--- config.mk ---
export PLATFORM = sky130hd
export DESIGN_NAME = bram_arbiter
export DESIGN_NICKNAME = d
export VERILOG_FILES = /design/src/rtl/bram_arb_pkg.sv /design/src/rtl/bram_arb_rdtag.sv /design/src/rtl/bram_arbiter.sv
export SDC_FILE = /design/constraint.sdc
export NUM_CORES = 2
export LEC_CHECK = 0
export BUFFER_PORTS_ARGS = -buffer_cell sky130_fd_sc_hd__buf_2
export CAP_MARGIN = 20
export CORE_AREA = 2 2 672 674
export DETAILED_ROUTE_END_ITERATION = 10
export DIE_AREA = 0 0 674 676
export SKIP_LAST_GASP = 1
export SYNTH_ARGS = -nofsm -noshare
export SYNTH_HDL_FRONTEND = slang
export SYNTH_SLANG_ARGS = --single-unit
export TNS_END_PERCENT = 10
--- constraint.sdc ---
create_clock -name clock -period 2.1 [get_ports clock]
set_input_delay 0.63 -clock clock [delete_from_list [all_inputs] [get_ports clock]]
set_output_delay 0.63 -clock clock [all_outputs]
set_load 0.005 [all_outputs]
--- src/rtl/bram_arb_pkg.sv ---
// Shared types, requester IDs and default widths for the BRAM arbiter.
package bram_arb_pkg;

   typedef enum logic [1:0] {
      IDLE = 2'd0,
      GNT0 = 2'd1,
      GNT1 = 2'd2
   } arb_state_e;

   localparam logic REQ_HOST  = 1'b0;
   localparam logic REQ_MINER = 1'b1;

   localparam int DEF_ADDR_W    = 16;
   localparam int DEF_LANE_W    = 9;
   localparam int DEF_WDATA_W   = 32;
   localparam int DEF_RDATA_W   = 512;
   localparam int DEF_RD_LAT    = 1;
   localparam int DEF_MAX_BURST = 16;
   localparam int STAT_W        = 16;

   function automatic logic [STAT_W-1:0] sat_inc(input logic [STAT_W-1:0] v);
      return (v == '1) ? v : v + STAT_W'(1);
   endfunction

endpackage

--- src/rtl/bram_arb_rdtag.sv ---
// Read tag pipe: one {valid, owner} entry per strobe; stage 0 lines up with the
// strobe, stage RD_LAT lines up with bram_data_out so the data can be steered.
module bram_arb_rdtag #(
   parameter int RD_LAT = 1
) (
   input  logic clock,
   input  logic reset,
   input  logic push_i,
   input  logic owner_i,
   output logic ret_vld_o,
   output logic ret_owner_o,
   output logic busy_o
);

   logic [RD_LAT:0] vld_q;
   logic [RD_LAT:0] own_q;

   always_ff @(posedge clock or negedge reset) begin
      if (!reset) begin
         vld_q <= '0;
         own_q <= '0;
      end else begin
         vld_q <= {vld_q[RD_LAT-1:0], push_i};
         own_q <= {own_q[RD_LAT-1:0], owner_i};
      end
   end

   assign ret_vld_o   = vld_q[RD_LAT];
   assign ret_owner_o = own_q[RD_LAT];
   assign busy_o      = |vld_q;

endmodule

--- src/rtl/bram_arbiter.sv ---
// Round-robin arbiter between host loader (r0) and miner (r1) for the shared BRAM.
// Define ARB_STATS_EN to add saturating grant / wait counters.
module bram_arbiter
   import bram_arb_pkg::*;
#(
   parameter int ADDR_W    = DEF_ADDR_W,
   parameter int LANE_W    = DEF_LANE_W,
   parameter int WDATA_W   = DEF_WDATA_W,
   parameter int RDATA_W   = DEF_RDATA_W,
   parameter int RD_LAT    = DEF_RD_LAT,
   parameter int MAX_BURST = DEF_MAX_BURST
) (
   input  logic               clock,
   input  logic               reset,
   input  logic               r0_req,
   input  logic               r0_we,
   input  logic [ADDR_W-1:0]  r0_addr,
   input  logic [LANE_W-1:0]  r0_lane,
   input  logic [WDATA_W-1:0] r0_wdata,
   input  logic               r0_last,
   input  logic               r1_req,
   input  logic               r1_we,
   input  logic [ADDR_W-1:0]  r1_addr,
   input  logic [LANE_W-1:0]  r1_lane,
   input  logic [WDATA_W-1:0] r1_wdata,
   input  logic               r1_last,
   output logic               r0_gnt,
   output logic               r1_gnt,
   output logic               r0_rvalid,
   output logic               r1_rvalid,
   output logic [RDATA_W-1:0] r0_rdata,
   output logic [RDATA_W-1:0] r1_rdata,
   output logic               cs_n,
   output logic               wr_n,
   output logic               rd_n,
   output logic [ADDR_W-1:0]  addr,
   output logic [LANE_W-1:0]  addr_width,
   output logic [WDATA_W-1:0] bram_data_in,
   input  logic [RDATA_W-1:0] bram_data_out,
   output logic               owner,
`ifdef ARB_STATS_EN
   output logic [STAT_W-1:0]  stat_gnt0,
   output logic [STAT_W-1:0]  stat_gnt1,
   output logic [STAT_W-1:0]  stat_wait,
`endif
   output logic               busy
);

   localparam int BEAT_W = $clog2(MAX_BURST + 1);

   arb_state_e         state_q;
   logic               r0_gnt_q, r1_gnt_q, owner_q, rr_q;
   logic [BEAT_W-1:0]  beat_q;
   logic               cs_n_q, wr_n_q, rd_n_q;
   logic [ADDR_W-1:0]  addr_q;
   logic [LANE_W-1:0]  lane_q;
   logic [WDATA_W-1:0] wdata_q;
   logic               r0_rvalid_q, r1_rvalid_q;
   logic [RDATA_W-1:0] r0_rdata_q, r1_rdata_q;

   logic               acc0_d, acc1_d, beat_d, beat_we_d, beat_last_d;
   logic [ADDR_W-1:0]  beat_addr_d;
   logic [LANE_W-1:0]  beat_lane_d;
   logic [WDATA_W-1:0] beat_wdata_d;
   logic               own_req_d, release_d, gnt0_d, gnt1_d;
   logic               tag_vld, tag_owner, tag_busy;

   // Only the owner's gnt is ever high, so the accepted beat is a simple mux.
   always_comb begin
      acc0_d       = r0_req & r0_gnt_q;
      acc1_d       = r1_req & r1_gnt_q;
      beat_d       = acc0_d | acc1_d;
      beat_we_d    = acc1_d ? r1_we    : r0_we;
      beat_last_d  = acc1_d ? r1_last  : r0_last;
      beat_addr_d  = acc1_d ? r1_addr  : r0_addr;
      beat_lane_d  = acc1_d ? r1_lane  : r0_lane;
      beat_wdata_d = acc1_d ? r1_wdata : r0_wdata;
      own_req_d    = (state_q == GNT1) ? r1_req : r0_req;
      release_d    = ~own_req_d |
                     (beat_d & (beat_last_d | (beat_q == BEAT_W'(MAX_BURST - 1))));
      gnt0_d       = (state_q == IDLE) & r0_req & (~r1_req | (rr_q == REQ_HOST));
      gnt1_d       = (state_q == IDLE) & r1_req & ~gnt0_d;
   end

   always_ff @(posedge clock or negedge reset) begin
      if (!reset) begin
         state_q  <= IDLE;
         r0_gnt_q <= 1'b0;
         r1_gnt_q <= 1'b0;
         owner_q  <= REQ_HOST;
         rr_q     <= REQ_HOST;
         beat_q   <= '0;
      end else begin
         case (state_q)
            IDLE: begin
               if (gnt0_d) begin
                  state_q  <= GNT0;
                  r0_gnt_q <= 1'b1;
                  owner_q  <= REQ_HOST;
                  rr_q     <= REQ_MINER;
               end else if (gnt1_d) begin
                  state_q  <= GNT1;
                  r1_gnt_q <= 1'b1;
                  owner_q  <= REQ_MINER;
                  rr_q     <= REQ_HOST;
               end
            end
            GNT0, GNT1: begin
               if (release_d) begin
                  state_q  <= IDLE;
                  r0_gnt_q <= 1'b0;
                  r1_gnt_q <= 1'b0;
                  beat_q   <= '0;
               end else if (beat_d) begin
                  beat_q <= beat_q + BEAT_W'(1);
               end
            end
            default: begin
               state_q  <= IDLE;
               r0_gnt_q <= 1'b0;
               r1_gnt_q <= 1'b0;
               beat_q   <= '0;
            end
         endcase
      end
   end

   // Address and data hold across idle cycles; only the strobes deassert.
   always_ff @(posedge clock or negedge reset) begin
      if (!reset) begin
         cs_n_q  <= 1'b1;
         wr_n_q  <= 1'b1;
         rd_n_q  <= 1'b1;
         addr_q  <= '0;
         lane_q  <= '0;
         wdata_q <= '0;
      end else if (beat_d) begin
         cs_n_q  <= 1'b0;
         wr_n_q  <= ~beat_we_d;
         rd_n_q  <= beat_we_d;
         addr_q  <= beat_addr_d;
         lane_q  <= beat_lane_d;
         wdata_q <= beat_wdata_d;
      end else begin
         cs_n_q  <= 1'b1;
         wr_n_q  <= 1'b1;
         rd_n_q  <= 1'b1;
      end
   end

   bram_arb_rdtag #(
      .RD_LAT (RD_LAT)
   ) u_rdtag (
      .clock       (clock),
      .reset       (reset),
      .push_i      (beat_d & ~beat_we_d),
      .owner_i     (acc1_d),
      .ret_vld_o   (tag_vld),
      .ret_owner_o (tag_owner),
      .busy_o      (tag_busy)
   );

   always_ff @(posedge clock or negedge reset) begin
      if (!reset) begin
         r0_rvalid_q <= 1'b0;
         r1_rvalid_q <= 1'b0;
         r0_rdata_q  <= '0;
         r1_rdata_q  <= '0;
      end else begin
         r0_rvalid_q <= tag_vld & (tag_owner == REQ_HOST);
         r1_rvalid_q <= tag_vld & (tag_owner == REQ_MINER);
         if (tag_vld && tag_owner == REQ_HOST)  r0_rdata_q <= bram_data_out;
         if (tag_vld && tag_owner == REQ_MINER) r1_rdata_q <= bram_data_out;
      end
   end

`ifdef ARB_STATS_EN
   logic [STAT_W-1:0] stat_gnt0_q, stat_gnt1_q, stat_wait_q;
   logic              wait_d;

   assign wait_d = (r0_req & ~r0_gnt_q) | (r1_req & ~r1_gnt_q);

   always_ff @(posedge clock or negedge reset) begin
      if (!reset) begin
         stat_gnt0_q <= '0;
         stat_gnt1_q <= '0;
         stat_wait_q <= '0;
      end else begin
         if (gnt0_d) stat_gnt0_q <= sat_inc(stat_gnt0_q);
         if (gnt1_d) stat_gnt1_q <= sat_inc(stat_gnt1_q);
         if (wait_d) stat_wait_q <= sat_inc(stat_wait_q);
      end
   end

   assign stat_gnt0 = stat_gnt0_q;
   assign stat_gnt1 = stat_gnt1_q;
   assign stat_wait = stat_wait_q;
`endif

   assign r0_gnt       = r0_gnt_q;
   assign r1_gnt       = r1_gnt_q;
   assign r0_rvalid    = r0_rvalid_q;
   assign r1_rvalid    = r1_rvalid_q;
   assign r0_rdata     = r0_rdata_q;
   assign r1_rdata     = r1_rdata_q;
   assign cs_n         = cs_n_q;
   assign wr_n         = wr_n_q;
   assign rd_n         = rd_n_q;
   assign addr         = addr_q;
   assign addr_width   = lane_q;
   assign bram_data_in = wdata_q;
   assign owner        = owner_q;
   assign busy         = r0_gnt_q | r1_gnt_q | tag_busy;

endmodule
# After elaboration in Yosys (flattened, before gate mapping)
# Index checks and enable logic that the tools add are counted.
[totals] reg_bits=1101 input_bits=634 output_inout_bits=1090 word_cells=87
[op_classes] addsub=1 eq_ne=9 mux=25 bitwise=23 n_reduce_logical=11
[op_table] operator="two-way mux 32 bit" count=1
[op_table] operator="two-way mux 16 bit" count=1
[op_table] operator="two-way mux 1 bit" count=13
[op_table] operator="bitwise AND 1 bit" count=10
[op_table] operator="two-way mux 5 bit" count=2
[op_table] operator="case mux 5 bit (2 select lines)" count=1
[op_table] operator="two-way mux 9 bit" count=1
[op_table] operator="inequality test 2 bit (second input constant)" count=4
[op_table] operator="AND reduction 2 bit" count=4
[op_table] operator="NOT 1 bit" count=7
[op_table] operator="two-way mux 2 bit" count=3
[op_table] operator="inequality test 3 bit (second input constant)" count=2
[op_table] operator="bitwise OR 1 bit" count=6
[op_table] operator="adder 5 x 1 -> 5 bit (second input constant)" count=1
[op_table] operator="== test 5 x 4 -> 1 bit (second input constant)" count=1
[op_table] operator="case mux 1 bit (2 select lines)" count=2
[op_table] operator="case mux 2 bit (2 select lines)" count=1
[op_table] operator="OR reduction 2 bit" count=2
[op_table] operator="AND reduction 3 bit" count=1
[op_table] operator="== test 2 x 1 -> 1 bit (second input constant)" count=1
[op_table] operator="== test 2 bit (second input constant)" count=1
[op_table] operator="logical AND 1 bit" count=2
[op_table] operator="logical NOT 2 bit" count=1
[op_table] operator="nonzero test 2 bit" count=1

# Longest topological paths before layout
[depth] depth_word=8 depth_mapped=8 mapped_depth_nobuf=7

# Cells and area by module
# Synthesis repeated with hierarchy kept, for this count alone.
[unflattened] cells_unflattened=3570 area_unflattened_um2=41412.2
[by_module_without_submodules] mod="bram_arbiter" instances=1 cells_each=3565 area_per_inst_um2=41305.9 seq_area_each_um2=27455.1
[by_module_without_submodules] mod="bram_arb_rdtag" instances=1 cells_each=5 area_per_inst_um2=106.4 seq_area_each_um2=100.1

# Worst setup path before layout
# OpenSTA, ideal clock, no wires.
[synth_path] path_type="register to register" startpoint="register beat_q[0]" endpoint="register beat_q[4]" setup_ns=0.083 arrival_time_ns=1.912 required_time_ns=2.017 path_slack_ns=0.106 path_stages_with_launch=8 path_buffers=0 synth_period_minus_slack_ns=1.994 cell_sequence="dfrtp_1 -> ha_1 -> and3_1 -> ha_1 -> a211oi_1 -> o211ai_1 -> or3_1 -> o21ai_0"
[synth_via] elab_chain_len=6 word_cells_on_any_way=10 classes_between="add/sub (1); eq/ne (2); mux (3); bitwise (3); reduce/logical (1)"
[synth_lines] item="start: declaration" line_no="bram_arbiter.sv:53" source="logic [BEAT_W-1:0] beat_q;"
[synth_lines] item="start signal: assignment" line_no="bram_arbiter.sv:115" source="beat_q <= beat_q + BEAT_W'(1);"
[synth_lines] item="parallel branches: the longest is 6 deep, another holds adder 5 x 1 -> 5 bit"
# Several ways; the timed one is not identified. The select of a mux whose other input is x is not followed.
# A chain may end at the register's enable or synchronous reset.

# Worst setup path in the final report
[layout_path] startpoint="register u_rdtag.vld_q[1]" endpoint="output busy"
[layout_via] elab_chain_len=2
[layout_lines] item="start: declaration" line_no="bram_arb_rdtag.sv:15" source="logic [RD_LAT:0] vld_q;"
[layout_lines] item="start signal: assignment" line_no="bram_arb_rdtag.sv:23" source="vld_q <= {vld_q[RD_LAT-1:0], push_i};"
[layout_lines] item="OR reduction 2 bit" line_no="bram_arb_rdtag.sv:30" source="assign busy_o = |vld_q;"
[layout_lines] item="bitwise OR 1 bit" line_no="bram_arbiter.sv:213" source="assign busy = r0_gnt_q | r1_gnt_q | tag_busy;"
[layout_lines] item="end: declaration" line_no="bram_arbiter.sv:46" source="output logic busy"
# Every way passes these cells.

==> out/metrics.csv <==
stage,metric,value,unit
sta,Peak Freq,393,MHz
synth,count of cell types in the netlist,38,
sta,period utilization,121,%
critical_path,Slowest Stage Delay on Critical Path,0.57,ns
synth,Syn. warnings,0,
placed_design,hpwl dp,305,mm
cells_and_area,share of cells above drive strength 1,43.8,%
sta,RSZ-0062 raised after global routing,yes,
detailed_routing,DRC viols,0,
global_route,largest net degree at the start of global routing,99,
sta,Final setup viols,56,
synth,post-synthesis sequential area ratio,66.6,%
detailed_routing,DR iter-0 viols,2376,
global_route,Global Route met2 Usage,23.9,%
floorplan,Die Wd,674,um
sta,Hold Slack,0.0915,ns
clock_tree,Clock Pin Slew Worst Setup and Hold Paths,0.06,ns
global_route,initial antenna violation count,142,
floorplan,area of the die,456000,um2
run,maxcap violations,0,
synth,async set or reset register ratio after synthesis,100,%
critical_path,CP max-delay cell,or4_4,
power,Max IR drop VDD,0.959,mV
clock_tree,CTS Buffer Depth,4,
power,Pwr Density,1640,nW/um2
detailed_routing,vias,37600,
critical_path,Worst EP required,1.47,ns
detailed_routing,via/cell ratio,3.13,
synth,Most used DFF post-synth,dfrtp_1,
global_route,vias in the first global route,37900,
cells_and_area,# fillers,50100,
detailed_routing,Routed WL per cell,29.0,um
detailed_routing,WL final,349,mm
floorplan,Die Ht,676,um
placed_design,DP Worst Slack,-0.0924,ns
clock_tree,# clock sinks,1101,
critical_path,WS Path Type,flop to output port,
detailed_routing,ANT nets after route,0,
global_route,grt ovf,0,
run_status,run status,finished with violations,
clock_tree,CTS Root Buffer Type,clkbuf_16,
sta,Period minus WS final,2.55,ns
cells_and_area,Storage cell area,27600,um2
floorplan,CORE AREA,448000,um2
global_route,GRT Total Usage,14.7,%
synth,Post-Syn Nets,4208,
synth,largest area contributor in the netlist,dfrtp_1,
run_status,failing checks,setup timing,
synth,syn avg cell area,11.6,um2
detailed_routing,Initial DRT Pass Iterations,5,
sta,worst slew pin tran,0.668,ns
synth,area share of the largest cell type after synthesis,66.4,%
synth,top-count cell post-synth,nand2_1,
placed_design,routability congestion estimate,0.933,
floorplan,I/O pins,1724,
cells_and_area,final core utilization,15.5,%
clock_tree,H-tree levels,4,
global_route,met3 Resource Use GR,9.83,%
cells_and_area,multi-input logic area,13000,um2
critical_path,cell-by-cell trace of the critical path,"or4_4, buf_6",
global_route,M1 GR Usage,14.6,%
floorplan,row count,246,
critical_path,crit start category,flop,
clock_tree,worst skew pair latency,0.85,ns
floorplan,Starting Density,9.24,%
synth,"FF+latch count, synth",1101,
sta,worst setup margin,-0.447,ns
cells_and_area,Area Growth Syn to Fin,67.7,%
critical_path,Worst Setup End Kind,output port,
critical_path,crit path max fanout,2,
sta,"Slew Viols, Final",0,
sta,"Hold Vio Cnt, Final",0,
power,P_leak,32.8,nW
clock_tree,CTS Buf Count,139,
global_route,grt peak-use layer,met2,
sta,skew final,0.0593,ns
synth,ranking of synthesized cells by area,"dfrtp_1 (66%), nand2_1 (15%), mux2_2 (14%)",
critical_path,WP data arrival,1.92,ns
placed_design,I/O Buffers,1723,
cells_and_area,Layout Nets,6522,
hold_path,HP Class,primary input to flop,
synth,commonest cells in the netlist,"nand2_1 (1598), dfrtp_1 (1098), mux2_2 (512), clkbuf_1 (119), buf_2 (63)",
synth,"EDFF count, synth",0,
synth,Post-Synthesis Cell Area,41400,um2
clock_tree,CTS tree,done,
synth,Gate Count Post-Synth,3570,
global_route,first-pass GRT wire length,428,mm
sta,Slew HR,55.4,%
## worst paths after layout
| check | depth (start not counted) | slack (ns) | end | start |
|---|---|---|---|---|
| max | 2 | -0.45 | busy | u_rdtag.vld_q[1] |
| min | 3 | 0.09 | r1_rdata[292] | bram_data_out[292] |
| max reg2reg | 8 | -0.04 | beat_q[2] | beat_q[0] |
| min reg2reg | 0 | 0.35 | u_rdtag.own_q[1] | u_rdtag.own_q[0] |
| max in group asynchronous | 5 | 0.86 | r1_rdata[47] | reset |
| min in group asynchronous | 2 | 0.20 | r1_rdata[318] | reset |
## layout by cell type (no fill, tap or decap), types with 3 or more instances in the layout
master | synthesis | final
ha_1 | 4 | 4
buf_8 | 0 | 47
clkbuf_8 | 0 | 22
buf_12 | 0 | 86
diode_2 | 0 | 80
buf_4 | 0 | 110
bufinv_16 | 0 | 15
dfstp_2 | 3 | 3
buf_6 | 1 | 13
a31oi_1 | 4 | 4
dlygate4sd3_1 | 0 | 483
a21oi_1 | 5 | 5
clkbuf_1 | 119 | 28
buf_2 | 63 | 1622
nor2_1 | 5 | 5
nand2_1 | 1598 | 1597
dfrtp_1 | 1098 | 1096
inv_1 | 8 | 8
inv_6 | 0 | 11
o21ai_0 | 59 | 59
mux2i_1 | 59 | 59
clkinv_2 | 0 | 19
clkbuf_16 | 0 | 141
mux2_2 | 512 | 512
## cell type report
class	instances	share of cell area, %
inverter	10	0.0667
sequential	1101	39.7
clock inverter	55	1.17
clock buffer	191	5.68
multi-input combinational	2271	18.8
antenna	80	0.289
tap	5952	10.7
timing repair buffer	2361	23.6
## stage by stage
stage	cell area [um2]	cells	TNS (ns)	total power, mW
after global placement	58200	11200	-0.651	85.6
after floorplan	41400	3570	0	50.6
after detailed placement	58200	11200	-0.109	86.2
final	69400	12000	-2.42	114
after global routing	69300	12000	-28.72	121
after CTS	68600	11900	-48.91	115
## flip-flops by register name, summed over array words and instances, names as in the netlist, 5 cells and up
register and flops:
r0_rdata 512, beat_q 5, addr 16, bram_data_in 32, addr_width 9, r1_rdata 512
## where the power goes
group | switching [mW] | leakage (nW) | internal, mW
Clock | 10.3 | 2.33 | 15.1
Combinational | 31.3 | 17.4 | 18.7
Sequential | 6.25 | 13.0 | 32.1
Total | 47.9 | 32.8 | 65.8
## cell families (layout without fill, tap and decap cells)
group                    count (synthesis)  after routing  share of synthesized area, %
buffers and inverters                  198           2617                          2.01
AND/OR/NAND/NOR                       1617           1617                          14.8
multiplexers                           572            572                          15.4
adder cells (fa/ha/maj)                  4              4                         0.121
AO/OA/AOI/OAI                           78             78                          1.08
flip-flops                            1101           1101                          66.6
other                                    0             80                             0
## timing repair
action                     4_1_cts  5_1_grt
gates resized for setup        184      186
hold endpoints to repair       866        0
setup endpoints to repair      563      449
pin swaps                        1        1
setup buffers                   14       12
hold buffers                   483        0
## critical path, delay by kind of cell (launching register included)
kind / cells / cell delay, ns
simple gates: 1 / 0.57
flops: 1 / 0.37
buf+inv: 1 / 0.17
## per-layer routing
layer  share of wire [%]  wire length [um]  vias up
met5               0.096               334        -
met4                 5.2             18100       32
met3                  15             53900      557
met2                  46            160000     1844
met1                  34            117000    19000
li1                    -                 -    16200
No activity file was read; power rests on OpenSTA's default activity.
